--- config.mk ---
export PLATFORM = sky130hd
export DESIGN_NAME = gpio_irq_slave_flat
export DESIGN_NICKNAME = d
export VERILOG_FILES = /design/src/rtl/gpio_irq_slave_if.sv /design/src/rtl/gpio_irq_slave.sv /design/src/flat_wrapper.sv
export SDC_FILE = /design/constraint.sdc
export NUM_CORES = 1
export LEC_CHECK = 0
export BUFFER_PORTS_ARGS = -buffer_cell sky130_fd_sc_hd__buf_2
export CAP_MARGIN = 20
export CORE_ASPECT_RATIO = 0.75
export CORE_MARGIN = 1
export CORE_UTILIZATION = 49
export CTS_BUF_LIST = sky130_fd_sc_hd__clkbuf_8 sky130_fd_sc_hd__clkbuf_16
export DETAILED_ROUTE_END_ITERATION = 7
export GPL_TIMING_DRIVEN = 0
export PLACE_DENSITY_LB_ADDON = 0.25
export SYNTH_ARGS = -nofsm -noshare
export SYNTH_HDL_FRONTEND = slang
export SYNTH_SLANG_ARGS = --single-unit
--- constraint.sdc ---
create_clock -name clk -period 4.6 [get_ports clk]
set_clock_uncertainty 0.05 [all_clocks]
set_input_delay 0.23 -clock clk [delete_from_list [all_inputs] [get_ports clk]]
set_output_delay 0.23 -clock clk [all_outputs]
set_load 0.01 [all_outputs]
--- src/rtl/gpio_irq_slave_if.sv ---
`default_nettype none
// ============================================================================
// Module      : gpio_irq_slave_if
// Description : 64-bit data-bus interface to the GPIO peripheral with a
//               one-cycle read latency.
// Revision    : 1.0 - initial release
// ============================================================================
interface gpio_irq_slave_if;
    logic        cs;
    logic        we;
    logic        re;
    logic [63:0] addr;
    logic [63:0] wdata;
    logic [63:0] rdata;
    logic        rvalid;

    modport master (
        output cs, we, re, addr, wdata,
        input  rdata, rvalid
    );

    modport slave (
        input  cs, we, re, addr, wdata,
        output rdata, rvalid
    );
endinterface
`default_nettype wire

--- src/rtl/gpio_irq_slave.sv ---
`default_nettype none
// ============================================================================
// Module      : gpio_irq_slave
// Description : Memory-mapped GPIO with synchronised inputs, per-pin edge
//               detection and a maskable level interrupt. Optional per-pin
//               debounce is enabled by defining GPIO_DEBOUNCE_EN.
// Revision    : 1.0 - initial release
// ============================================================================
module gpio_irq_slave #(
    parameter int          NR_GPIOS   = 8,
    parameter logic [63:0] BASE_ADDR  = 64'h0000_0000_0001_0000,
    parameter logic [63:0] ID_VALUE   = 64'h0000_0000_0000_0001,
    parameter int          DEB_CYCLES = 16
) (
    input  wire logic                clk,
    input  wire logic                rst,
    gpio_irq_slave_if.slave          bus,
    input  wire logic [NR_GPIOS-1:0] gpio_i,
    output logic      [NR_GPIOS-1:0] gpio_o,
    output logic      [NR_GPIOS-1:0] gpio_oe,
    output logic                     irq
);

    localparam logic [63:0] c_WIN_BYTES = 64'h40;
    localparam logic [2:0]  c_REG_ID    = 3'd0;
    localparam logic [2:0]  c_REG_DIR   = 3'd1;
    localparam logic [2:0]  c_REG_DATA  = 3'd2;
    localparam logic [2:0]  c_REG_EDGE  = 3'd3;
    localparam logic [2:0]  c_REG_RIS   = 3'd4;
    localparam logic [2:0]  c_REG_IMSC  = 3'd5;
    localparam logic [2:0]  c_REG_MIS   = 3'd6;

    logic [NR_GPIOS-1:0] r_dir_q,   w_dir_d;
    logic [NR_GPIOS-1:0] r_out_q,   w_out_d;
    logic [NR_GPIOS-1:0] r_edge_q,  w_edge_d;
    logic [NR_GPIOS-1:0] r_ris_q,   w_ris_d;
    logic [NR_GPIOS-1:0] r_imsc_q,  w_imsc_d;
    logic [NR_GPIOS-1:0] r_sync1_q, r_sync2_q, r_prev_q;
    logic                r_irq_q,   w_irq_d;
    logic                r_rvalid_q, w_rvalid_d;
    logic [63:0]         r_rdata_q, w_rdata_d;

    logic [63:0]         w_offset;
    logic [2:0]          w_idx;
    logic                w_hit, w_wr, w_rd;
    logic [NR_GPIOS-1:0] w_wpins, w_level, w_evt, w_clr;
    logic [63:0]         w_rsel;
    logic                w_unused;

    // Addresses below BASE_ADDR wrap to huge offsets and fall outside the window.
    assign w_offset = bus.addr - BASE_ADDR;
    assign w_hit    = bus.cs && (w_offset < c_WIN_BYTES);
    assign w_idx    = w_offset[5:3];
    assign w_wr     = w_hit && bus.we;
    assign w_rd     = bus.cs && bus.re;
    assign w_wpins  = bus.wdata[NR_GPIOS-1:0];
    assign w_unused = &{1'b0, bus.wdata, w_offset};

`ifdef GPIO_DEBOUNCE_EN
    localparam int c_CNT_W = $clog2(DEB_CYCLES + 1);

    logic [c_CNT_W-1:0]  r_cnt_q [NR_GPIOS];
    logic [c_CNT_W-1:0]  w_cnt_d [NR_GPIOS];
    logic [NR_GPIOS-1:0] r_stable_q, w_stable_d;

    // Stable value flips on the DEB_CYCLES-th consecutive differing cycle.
    always_comb begin
        w_stable_d = r_stable_q;
        for (int i = 0; i < NR_GPIOS; i++) begin
            w_cnt_d[i] = '0;
            if (r_sync2_q[i] != r_stable_q[i]) begin
                if (r_cnt_q[i] == c_CNT_W'(DEB_CYCLES - 1))
                    w_stable_d[i] = r_sync2_q[i];
                else
                    w_cnt_d[i] = r_cnt_q[i] + 1'b1;
            end
        end
    end

    always_ff @(posedge clk) begin
        if (rst) begin
            r_stable_q <= '0;
            for (int i = 0; i < NR_GPIOS; i++) r_cnt_q[i] <= '0;
        end else begin
            r_stable_q <= w_stable_d;
            for (int i = 0; i < NR_GPIOS; i++) r_cnt_q[i] <= w_cnt_d[i];
        end
    end

    assign w_level = r_stable_q;
`else
    assign w_level = r_sync2_q;
`endif

    assign w_evt = (w_level & ~r_prev_q & ~r_edge_q) | (~w_level & r_prev_q & r_edge_q);

    always_comb begin
        w_dir_d  = r_dir_q;
        w_out_d  = r_out_q;
        w_edge_d = r_edge_q;
        w_imsc_d = r_imsc_q;
        w_clr    = '0;
        if (w_wr) begin
            case (w_idx)
                c_REG_DIR:  w_dir_d  = w_wpins;
                c_REG_DATA: w_out_d  = w_wpins;
                c_REG_EDGE: w_edge_d = w_wpins;
                c_REG_RIS:  w_clr    = w_wpins;
                c_REG_IMSC: w_imsc_d = w_wpins;
                default:    ;
            endcase
        end
        // A new edge in the same cycle as its W1C keeps the bit set.
        w_ris_d = (r_ris_q & ~w_clr) | w_evt;
        w_irq_d = |(r_ris_q & r_imsc_q);
    end

    always_comb begin
        w_rsel = '0;
        case (w_idx)
            c_REG_ID:   w_rsel                 = ID_VALUE;
            c_REG_DIR:  w_rsel[NR_GPIOS-1:0]   = r_dir_q;
            c_REG_DATA: w_rsel[NR_GPIOS-1:0]   = (r_dir_q & r_out_q) | (~r_dir_q & w_level);
            c_REG_EDGE: w_rsel[NR_GPIOS-1:0]   = r_edge_q;
            c_REG_RIS:  w_rsel[NR_GPIOS-1:0]   = r_ris_q;
            c_REG_IMSC: w_rsel[NR_GPIOS-1:0]   = r_imsc_q;
            c_REG_MIS:  w_rsel[NR_GPIOS-1:0]   = r_ris_q & r_imsc_q;
            default:    w_rsel                 = '0;
        endcase
        w_rvalid_d = 1'b0;
        w_rdata_d  = r_rdata_q;
        if (w_rd) begin
            w_rvalid_d = 1'b1;
            w_rdata_d  = w_hit ? w_rsel : 64'd0;
        end
    end

    always_ff @(posedge clk) begin
        if (rst) begin
            r_dir_q    <= '0;
            r_out_q    <= '0;
            r_edge_q   <= '0;
            r_ris_q    <= '0;
            r_imsc_q   <= '0;
            r_sync1_q  <= '0;
            r_sync2_q  <= '0;
            r_prev_q   <= '0;
            r_irq_q    <= 1'b0;
            r_rvalid_q <= 1'b0;
            r_rdata_q  <= '0;
        end else begin
            r_dir_q    <= w_dir_d;
            r_out_q    <= w_out_d;
            r_edge_q   <= w_edge_d;
            r_ris_q    <= w_ris_d;
            r_imsc_q   <= w_imsc_d;
            r_sync1_q  <= gpio_i;
            r_sync2_q  <= r_sync1_q;
            r_prev_q   <= w_level;
            r_irq_q    <= w_irq_d;
            r_rvalid_q <= w_rvalid_d;
            r_rdata_q  <= w_rdata_d;
        end
    end

    assign bus.rdata  = r_rdata_q;
    assign bus.rvalid = r_rvalid_q;
    assign gpio_o     = r_out_q;
    assign gpio_oe    = r_dir_q;
    assign irq        = r_irq_q;

endmodule
`default_nettype wire

--- src/flat_wrapper.sv ---
// flat-port wrapper written by rule: the top's interface ports become plain ports
module gpio_irq_slave_flat 
#(
    parameter int          NR_GPIOS   = 8,
    parameter logic [63:0] BASE_ADDR  = 64'h0000_0000_0001_0000,
    parameter logic [63:0] ID_VALUE   = 64'h0000_0000_0000_0001,
    parameter int          DEB_CYCLES = 16
)
  (clk, rst, gpio_i, gpio_o, gpio_oe, irq, bus_cs, bus_we, bus_re, bus_addr, bus_wdata, bus_rdata, bus_rvalid);
  gpio_irq_slave_if bus_i ();
  input  wire logic clk;
  input  wire logic rst;
  input  wire logic [NR_GPIOS-1:0] gpio_i;
  output logic      [NR_GPIOS-1:0] gpio_o;
  output logic      [NR_GPIOS-1:0] gpio_oe;
  output logic irq;
  input wire logic [$bits(bus_i.cs)-1:0] bus_cs;
  input wire logic [$bits(bus_i.we)-1:0] bus_we;
  input wire logic [$bits(bus_i.re)-1:0] bus_re;
  input wire logic [$bits(bus_i.addr)-1:0] bus_addr;
  input wire logic [$bits(bus_i.wdata)-1:0] bus_wdata;
  output wire logic [$bits(bus_i.rdata)-1:0] bus_rdata;
  output wire logic [$bits(bus_i.rvalid)-1:0] bus_rvalid;
  assign bus_i.cs = bus_cs;
  assign bus_i.we = bus_we;
  assign bus_i.re = bus_re;
  assign bus_i.addr = bus_addr;
  assign bus_i.wdata = bus_wdata;
  assign bus_rdata = bus_i.rdata;
  assign bus_rvalid = bus_i.rvalid;
  gpio_irq_slave #(.NR_GPIOS(NR_GPIOS), .BASE_ADDR(BASE_ADDR), .ID_VALUE(ID_VALUE), .DEB_CYCLES(DEB_CYCLES)) u_core (.clk(clk), .rst(rst), .bus(bus_i), .gpio_i(gpio_i), .gpio_o(gpio_o), .gpio_oe(gpio_oe), .irq(irq));
endmodule
Yosys cells after proc, flatten, opt, wreduce, memory -nomap -nowiden
Cells that the tools add are included.
- output and inout port bits: 82
- input bits: 141
- flip-flop bits (word level): 130
- reduce and logical (&&, ||, !) cells: 9
- mux-type cells: 5
- equality and inequality tests: 6
- magnitude comparators: 1
- bitwise gates (word level): 16
- add/subtract/negate cells: 1
- operators by type and width (cell ; count):
    $and A8 B8 Y8 ; 8
    $lt A64 B7 Y1 const B ; 1
    $sub A64 B17 Y64 const B ; 1
    $pmux W8 S7 ; 1
    $not A8 Y8 ; 5
    $mux W8 ; 3
    $or A8 B8 Y8 ; 3
    $eq A3 B3 Y1 const B ; 3
    $reduce_and A2 Y1 ; 4
    $reduce_or A8 Y1 ; 1
    $eq A3 B2 Y1 const B ; 2
    $eq A3 B1 Y1 const B ; 1
    $logic_and A1 B1 Y1 ; 3
    $logic_not A3 Y1 ; 1
    $mux W1 ; 1

Depth between registers and ports, before layout
Gate-level depths: netlist of the first run.
- word-level depth: 8
- mapped depth: 10

Worst setup path after synthesis of the first run
No wires, ideal clock.
- path kind: input to register
- from: input bus_addr[21]
- to: register u_core.r_imsc_q[3]
- slack: 1.620 ns
- cell stages on the path: 10
- arrival time: 2.809 ns
- path through: or4_4 nor4_2 nand3b_1 buf_6 or4_4 a211oi_2 nand4_2 or4_4 buf_6 mux2i_1
- word-level cells in the longest chain between the ends: 5
- RTL lines (what ; line ; RTL):
    from (decl) ; flat_wrapper.sv:20 ; input wire logic [$bits(bus_i.addr)-1:0] bus_addr;
    $sub A64 B17 Y64 ; gpio_irq_slave.sv:51 ; assign w_offset = bus.addr - BASE_ADDR;
    $lt A64 B7 Y1 ; gpio_irq_slave.sv:52 ; assign w_hit = bus.cs && (w_offset < c_WIN_BYTES);
    $logic_and A1 B1 Y1 ; gpio_irq_slave.sv:52 ;
    $logic_and A1 B1 Y1 ; gpio_irq_slave.sv:54 ; assign w_wr = w_hit && bus.we;
    $reduce_and A2 Y1 (no line) ; -- ;
    to (signal assigned) ; gpio_irq_slave.sv:156 ; r_imsc_q <= w_imsc_d;
    to (decl) ; gpio_irq_slave.sv:37 ; logic [NR_GPIOS-1:0] r_imsc_q, w_imsc_d;
No other way between the ends.
A chain may end at the register's enable or synchronous reset.

Final worst setup path of the first run
- from: input bus_addr[21]
- to: register u_core.r_dir_q[2] (netlist: u_core.gpio_oe[2])
- word-level cells in the longest chain between the ends: 5
- RTL lines (what ; line ; RTL):
    $sub A64 B17 Y64 ; gpio_irq_slave.sv:51 ;
    $lt A64 B7 Y1 ; gpio_irq_slave.sv:52 ;
    $logic_and A1 B1 Y1 ; gpio_irq_slave.sv:52 ;
    $logic_and A1 B1 Y1 ; gpio_irq_slave.sv:54 ;
    $reduce_and A2 Y1 (no line) ; -- ;
    to (signal assigned) ; gpio_irq_slave.sv:152 ; r_dir_q <= w_dir_d;
    to (decl) ; gpio_irq_slave.sv:33 ; logic [NR_GPIOS-1:0] r_dir_q, w_dir_d;
No other way between the ends.

==> results of run 1 <==
[area by class of cell]
| type | count | area (sq um) | share of cell area |
|---|---|---|---|
| tap | 105 | 131 | 0.0254 |
| timing repair buffer | 105 | 526 | 0.102 |
| clock buffer | 9 | 124 | 0.0240 |
| sequential | 74 | 1480 | 0.287 |
| buffer | 78 | 519 | 0.101 |
| clock inverter | 7 | 65.1 | 0.0126 |
| multi-input combinational | 381 | 2280 | 0.441 |
| inverter | 11 | 41.3 | 0.00800 |
[routing by layer]
metal,global-route usage,wire (um),up-vias
li1,-,-,1950
met1,0.363,5190,1804
met2,0.416,4930,219
met3,0.0626,1060,26
met4,0.0877,258,0
met5,0,0,-
[kinds of logic after synthesis]
| group | count (synthesis) | synth area share |
|---|---|---|
| AOI/OAI and AO/OA | 97 | 0.160 |
| xor gates and xnor gates | 2 | 0.00426 |
| adders and majority gates | 1 | 0.00243 |
| buffers and inverters | 89 | 0.136 |
| DFF | 74 | 0.360 |
| muxes | 24 | 0.0584 |
| other | 1 | 0.000912 |
| and+or+nand+nor | 201 | 0.277 |
[through the flow]
step | instances | setup WS [ns] | total power, mW | hold slack, ns
after floorplan | 544 | 1.62 | 0.796 | 0.306
after global placement | 754 | 1.12 | 0.862 | 0.372
after detailed placement | 754 | 1.01 | 0.865 | 0.370
after CTS | 770 | 1.38 | 1.35 | 0.0220
after global routing | 770 | 1.22 | 1.41 | 0.0152
final | 770 | 1.35 | 1.35 | 0.0265
[registers in the layout, indices dropped and copies added (netlist names)]
register,count
u_core.bus.rdata,8
u_core.gpio_o,8
u_core.gpio_oe,8
u_core.r_edge_q,8
u_core.r_imsc_q,8
u_core.r_prev_q,8
u_core.r_ris_q,8
u_core.r_sync1_q,8
u_core.r_sync2_q,8
u_core.bus.rvalid,1
u_core.irq,1
[worst max-delay path by stage]
stage                                       to  slack (ns)  depth (start not counted)
6_report        u_core.gpio_oe[2]$_SDFFE_PP0P_        1.35                         11
5_1_grt         u_core.gpio_oe[2]$_SDFFE_PP0P_        1.22                         11
4_1_cts         u_core.gpio_oe[2]$_SDFFE_PP0P_        1.38                         11
3_5_place_dp    u_core.gpio_oe[2]$_SDFFE_PP0P_        1.01                         11
3_3_place_gp    u_core.gpio_oe[1]$_SDFFE_PP0P_        1.12                         11
2_1_floorplan  u_core.r_imsc_q[3]$_SDFFE_PP0P_        1.62                         10
[where the power goes]
group	internal, mW	leakage, nW	switching [mW]
Sequential	0.653	0.601	0.00787
Clock	0.211	0.0951	0.284
Combinational	0.0904	1.72	0.104
[critical path: stages]
cell      delay, ns
buf_2          0.10
or4_4          0.56
nor4_2         0.27
nand3b_1       0.15
buf_6          0.17
or4_4          0.41
a211oi_2       0.25
nand4_2        0.16
clkbuf_1       0.30
nor2_2         0.60
mux2i_1        0.27
[placed cells by master, fill, tap and decap left out, types with 6 or more instances in the layout]
cell type and instances:
nor2_1 40, nor3_1 8, clkbuf_1 17, a31o_2 6
o21ai_0 34, buf_2 106, a221oi_1 14, nand2b_1 38
conb_1 56, buf_4 56, clkbuf_8 9, mux2i_1 24
nand2_1 31, dfxtp_1 74, nor4_1 7, and3_1 8
a21o_1 7, a22o_1 8, a21oi_1 11, inv_1 11
nor2b_1 35, or3_1 6
==> results.md, run 1 <==
* CP required at 4.84 ns
* Top post-synthesis cells by area: dfxtp_1, buf_4, mux2i_1
* Layout Nets at 801
* Starting density of the core at 0.512
* Reg-to-Reg Start: u_core.gpio_oe[1]$_SDFFE_PP0P_
* Final Hold Fails at 0
* R2r worst-path depth at 5
* Hold Buf Count CTS at 0
* Async S/R FF share, synth at 0
* Cells after synthesis at 489
* Initial antenna violation count at 0
* Max-cap violation count at 0
* Placement row count at 28
* Final Max Tran Viols at 0
* Min Tclk post-route at 3.25 ns
* Post-DP HPWL at 8.94 mm
* Die Span Y at 81.3 um
* Total Routed Length at 11.4 mm
* Hold Crit Depth at 2
* Pwr Density at 261 mW/mm^2
* Synth area leader: dfxtp_1
* Worst slew margin at 0.515
* Leak Pwr at 2.42 nW
* Post-DRT Antenna Nets at 0
* DR vias at 3999
* Overall routing resource usage at 0.267
* H-tree Lvls at 3
* Layout overhead on the synthesized area at 25.6%
* Final worst-path cycle share at 0.706
* CP max FO at 10
* Vias/cell at 5.19
* CTS tree: built
* Yosys top cell area share at 0.360
* CP startpoint kind: input pin
* GPL Wtd Cong at 0.933
* Largest net degree at the start of global routing at 17
* Initial DRC count at 246
* Post-synth top cells: dfxtp_1, buf_4, nor2_1, nand2b_1, nor2b_1
* Global-route wire length before repair at 17.4 mm
* Hold Path End: u_core.r_sync1_q[7]$_SDFF_PP0_
* Final core occ at 0.644
* DP Area at 0.00497 sq mm
* Clock-pin slew on the worst setup and hold paths at 0.09 ns
* Hold Crit Class: in2reg
* Maximum root-to-sink buffer count at 2
* Sequential area share after synthesis at 0.360
* IR drop worst, VDD at 0.183 mV
* Synth warnings at 0
* Core area at 0.00802 sq mm
* Run status: complete, no violations
* WL/cell at 14.9 um
* Least-Margin Pin Slew at 0.725 ns
* Setup tns final at 0 ns
* Syn_area_per_cell at 8.41 sq um
* Post-cts resize count at 0
* Die area at 0.00876 sq mm
* First drt pass iteration count at 7
* IO Pins at 223
* CP Launch Point: bus_addr[21]
* Cell area after layout at 0.00516 sq mm
* Synth Flop Type: dfxtp_1
* # DRC at 0
* Vias in the first global route at 3474
* Critical Path Sink Type: flop
* Postcts setup bufs at 0
* Grt ovf at 0
* RSZ-0062 raised after global routing: false
* Root Driver: clkbuf_8
* End of the worst register-to-register path: u_core.bus.rdata[1]$_SDFFE_PP0P_
* Crit path DAT at 3.49 ns
* Hold Crit Start: gpio_i[7]
* Synth unique cells at 50
* Mapped cell area at 0.00411 sq mm
* Flops & latches, synth at 74
* Final setup fails at 0
* Die X at 108 um
* Clock Sinks at 74
* Crit path kind: in2reg
* Post-synth EDFFs at 0
* Reg2reg setup slack at 3.05 ns
* Diode count at 0
* CTS buffer count at 9
* Port bufs at 105
* Most frequent cell after synthesis: dfxtp_1
* Filler cell count at 732
* F_max at 308 MHz
* Share of layout cells above drive strength 1 at 0.296
* Clock latency on the worst-skew pair at 0.36 ns
Power figures use the tool's default switching activity.
==> inputs of run 2 (changes only) <==
CORE_UTILIZATION = 41   (was 49)
clock period = 2.96 ns   (was 4.6 ns; I/O delays follow)
==> results.md, run 2 (synthesis gave the netlist of run 1 again) <==
* Die area at 0.0104 sq mm
* Final setup fails at 0
* DP Area at 0.00501 sq mm
* Starting density of the core at 0.424
* Maximum root-to-sink buffer count at 2
* DR vias at 4023
* Hold Slack at 0.0217 ns
* Final worst-path cycle share at 0.973
* Clock-pin slew on the worst setup and hold paths at 0.06 ns
* Crit path DAT at 3.01 ns
* Critical path's slowest cell: or4_4
* Clock Sinks at 74
* Layout overhead on the synthesized area at 34.8%
* Clock latency on the worst-skew pair at 0.34 ns
* Crit path kind: in2reg
* Setup tns final at 0 ns
* Port bufs at 105
* Vias in the first global route at 3609
* Min Tclk post-route at 2.88 ns
* Max-cap violation count at 0
* GPL Wtd Cong at 0.884
* Final Max Tran Viols at 0
* F_max at 347 MHz
* Post-DP HPWL at 8.65 mm
* Total Routed Length at 11.7 mm
* Run status: complete, no violations
* Hold Crit Class: in2reg
* Worst slew margin at 0.577
* IO Pins at 223
* CP required at 3.09 ns
* Pwr Density at 486 mW/mm^2
* Core area at 0.00970 sq mm
* Crit-path cells: buf_2, or4_4, nor4_4, nand3b_1, buf_6, or4_4, a211oi_4, nand4_4, nor2_1, a221oi_1
* CTS buffer count at 9
* Cell area after layout at 0.00554 sq mm
* Post-route setup slack at 0.0808 ns
* Buf/Inv on CP at 2
* Largest net degree at the start of global routing at 15
* Diode count at 0
* Die Span Y at 88.7 um
* Overall routing resource usage at 0.226
* Share of layout cells above drive strength 1 at 0.303
* H-tree Lvls at 3
* Vias/cell at 4.96
* Least-Margin Pin Slew at 0.632 ns
* CP startpoint kind: input pin
* Die X at 118 um
* Placement row count at 31
* Commonest non-fill, non-tap cell in the layout: buf_2
* Slowest cell delay on critical path at 0.57 ns
* # DRC at 0
* WL/cell at 14.4 um
* Post-DRT Antenna Nets at 0
* Initial DRC count at 341
* Layout Nets at 815
* Global-route wire length before repair at 18.1 mm
* Leading cell types in the layout, fill and taps excluded: buf_2, dfxtp_1, buf_4
* Leak Pwr at 2.58 nW
* Most Frequent Cell on Critical Path: or4_4
* Dpl ws at -0.563 ns
* Initial antenna violation count at 0
* CTS tree: built
* Critical Path Sink Type: flop
* Top delay family on crit path: simple AND/OR/NAND/NOR gates
* IR drop worst, VDD at 0.292 mV
* Grt ovf at 0
* CP max FO at 8
* Final Hold Fails at 0
* Root Driver: clkbuf_16
* First drt pass iteration count at 5
run 2: final cells by class:
class / instances / area (sq um)
fill: 914 / 4160
multi-input combinational: 381 / 2320
sequential: 74 / 1480
timing repair buffer: 120 / 656
buffer: 77 / 509
clock buffer: 9 / 225
tap: 132 / 165
clock inverter: 7 / 146
inverter: 11 / 41.3
run 2: metal layers:
metal / GRT usage / share of wire / vias to the layer above
li1: - / - / 1974
met1: 0.291 / 0.43 / 1833
met2: 0.367 / 0.44 / 201
met3: 0.0741 / 0.11 / 15
met4: 0.0606 / 0.0097 / 0
met5: 0 / 0 / -
run 2: worst paths after layout:
path | from | to | slack, ns | cells after the start
worst min register to register | u_core.r_sync1_q[2]$_SDFF_PP0_ | u_core.r_sync2_q[2]$_SDFF_PP0_ | 0.39 | 1
worst max register to register | u_core.gpio_oe[2]$_SDFFE_PP0P_ | u_core.bus.rdata[2]$_SDFFE_PP0P_ | 1.26 | 5
worst min-delay path | bus_re | u_core.bus.rvalid$_SDFF_PP0_ | 0.02 | 3
worst max-delay path | bus_addr[17] | u_core.r_ris_q[0]$_SDFF_PP0_ | 0.08 | 10
run 2: report_power, final:
part	total, mW	switching, mW	internal (mW)
Sequential	1.03	0.0117	1.02
Clock	1.35	0.434	0.917
Combinational	0.315	0.167	0.148
run 2: tightest hold or removal path: stages:
cell     delay, ns
buf_2         0.10
nand2_1       0.06
nor2_1        0.05
run 2: timing repair:
item                                    4_1_cts  5_1_grt
cloned                                        0        1
buffers inserted                              3        3
resized for setup                             1        8
pin swaps                                     1        4
hold buffers                                  8        0
endpoints found under the hold margin         8        0
endpoints found under the setup margin        8       27
run 2: per-stage QoR:
stage                     std cells  utilization  total power, mW
final                           811        0.571             2.69
after global routing            811        0.571             2.79
after CTS                       808        0.566             2.70
after detailed placement        781        0.517             1.34
after global placement          781        0.517             1.34
after floorplan                 544            -             1.24
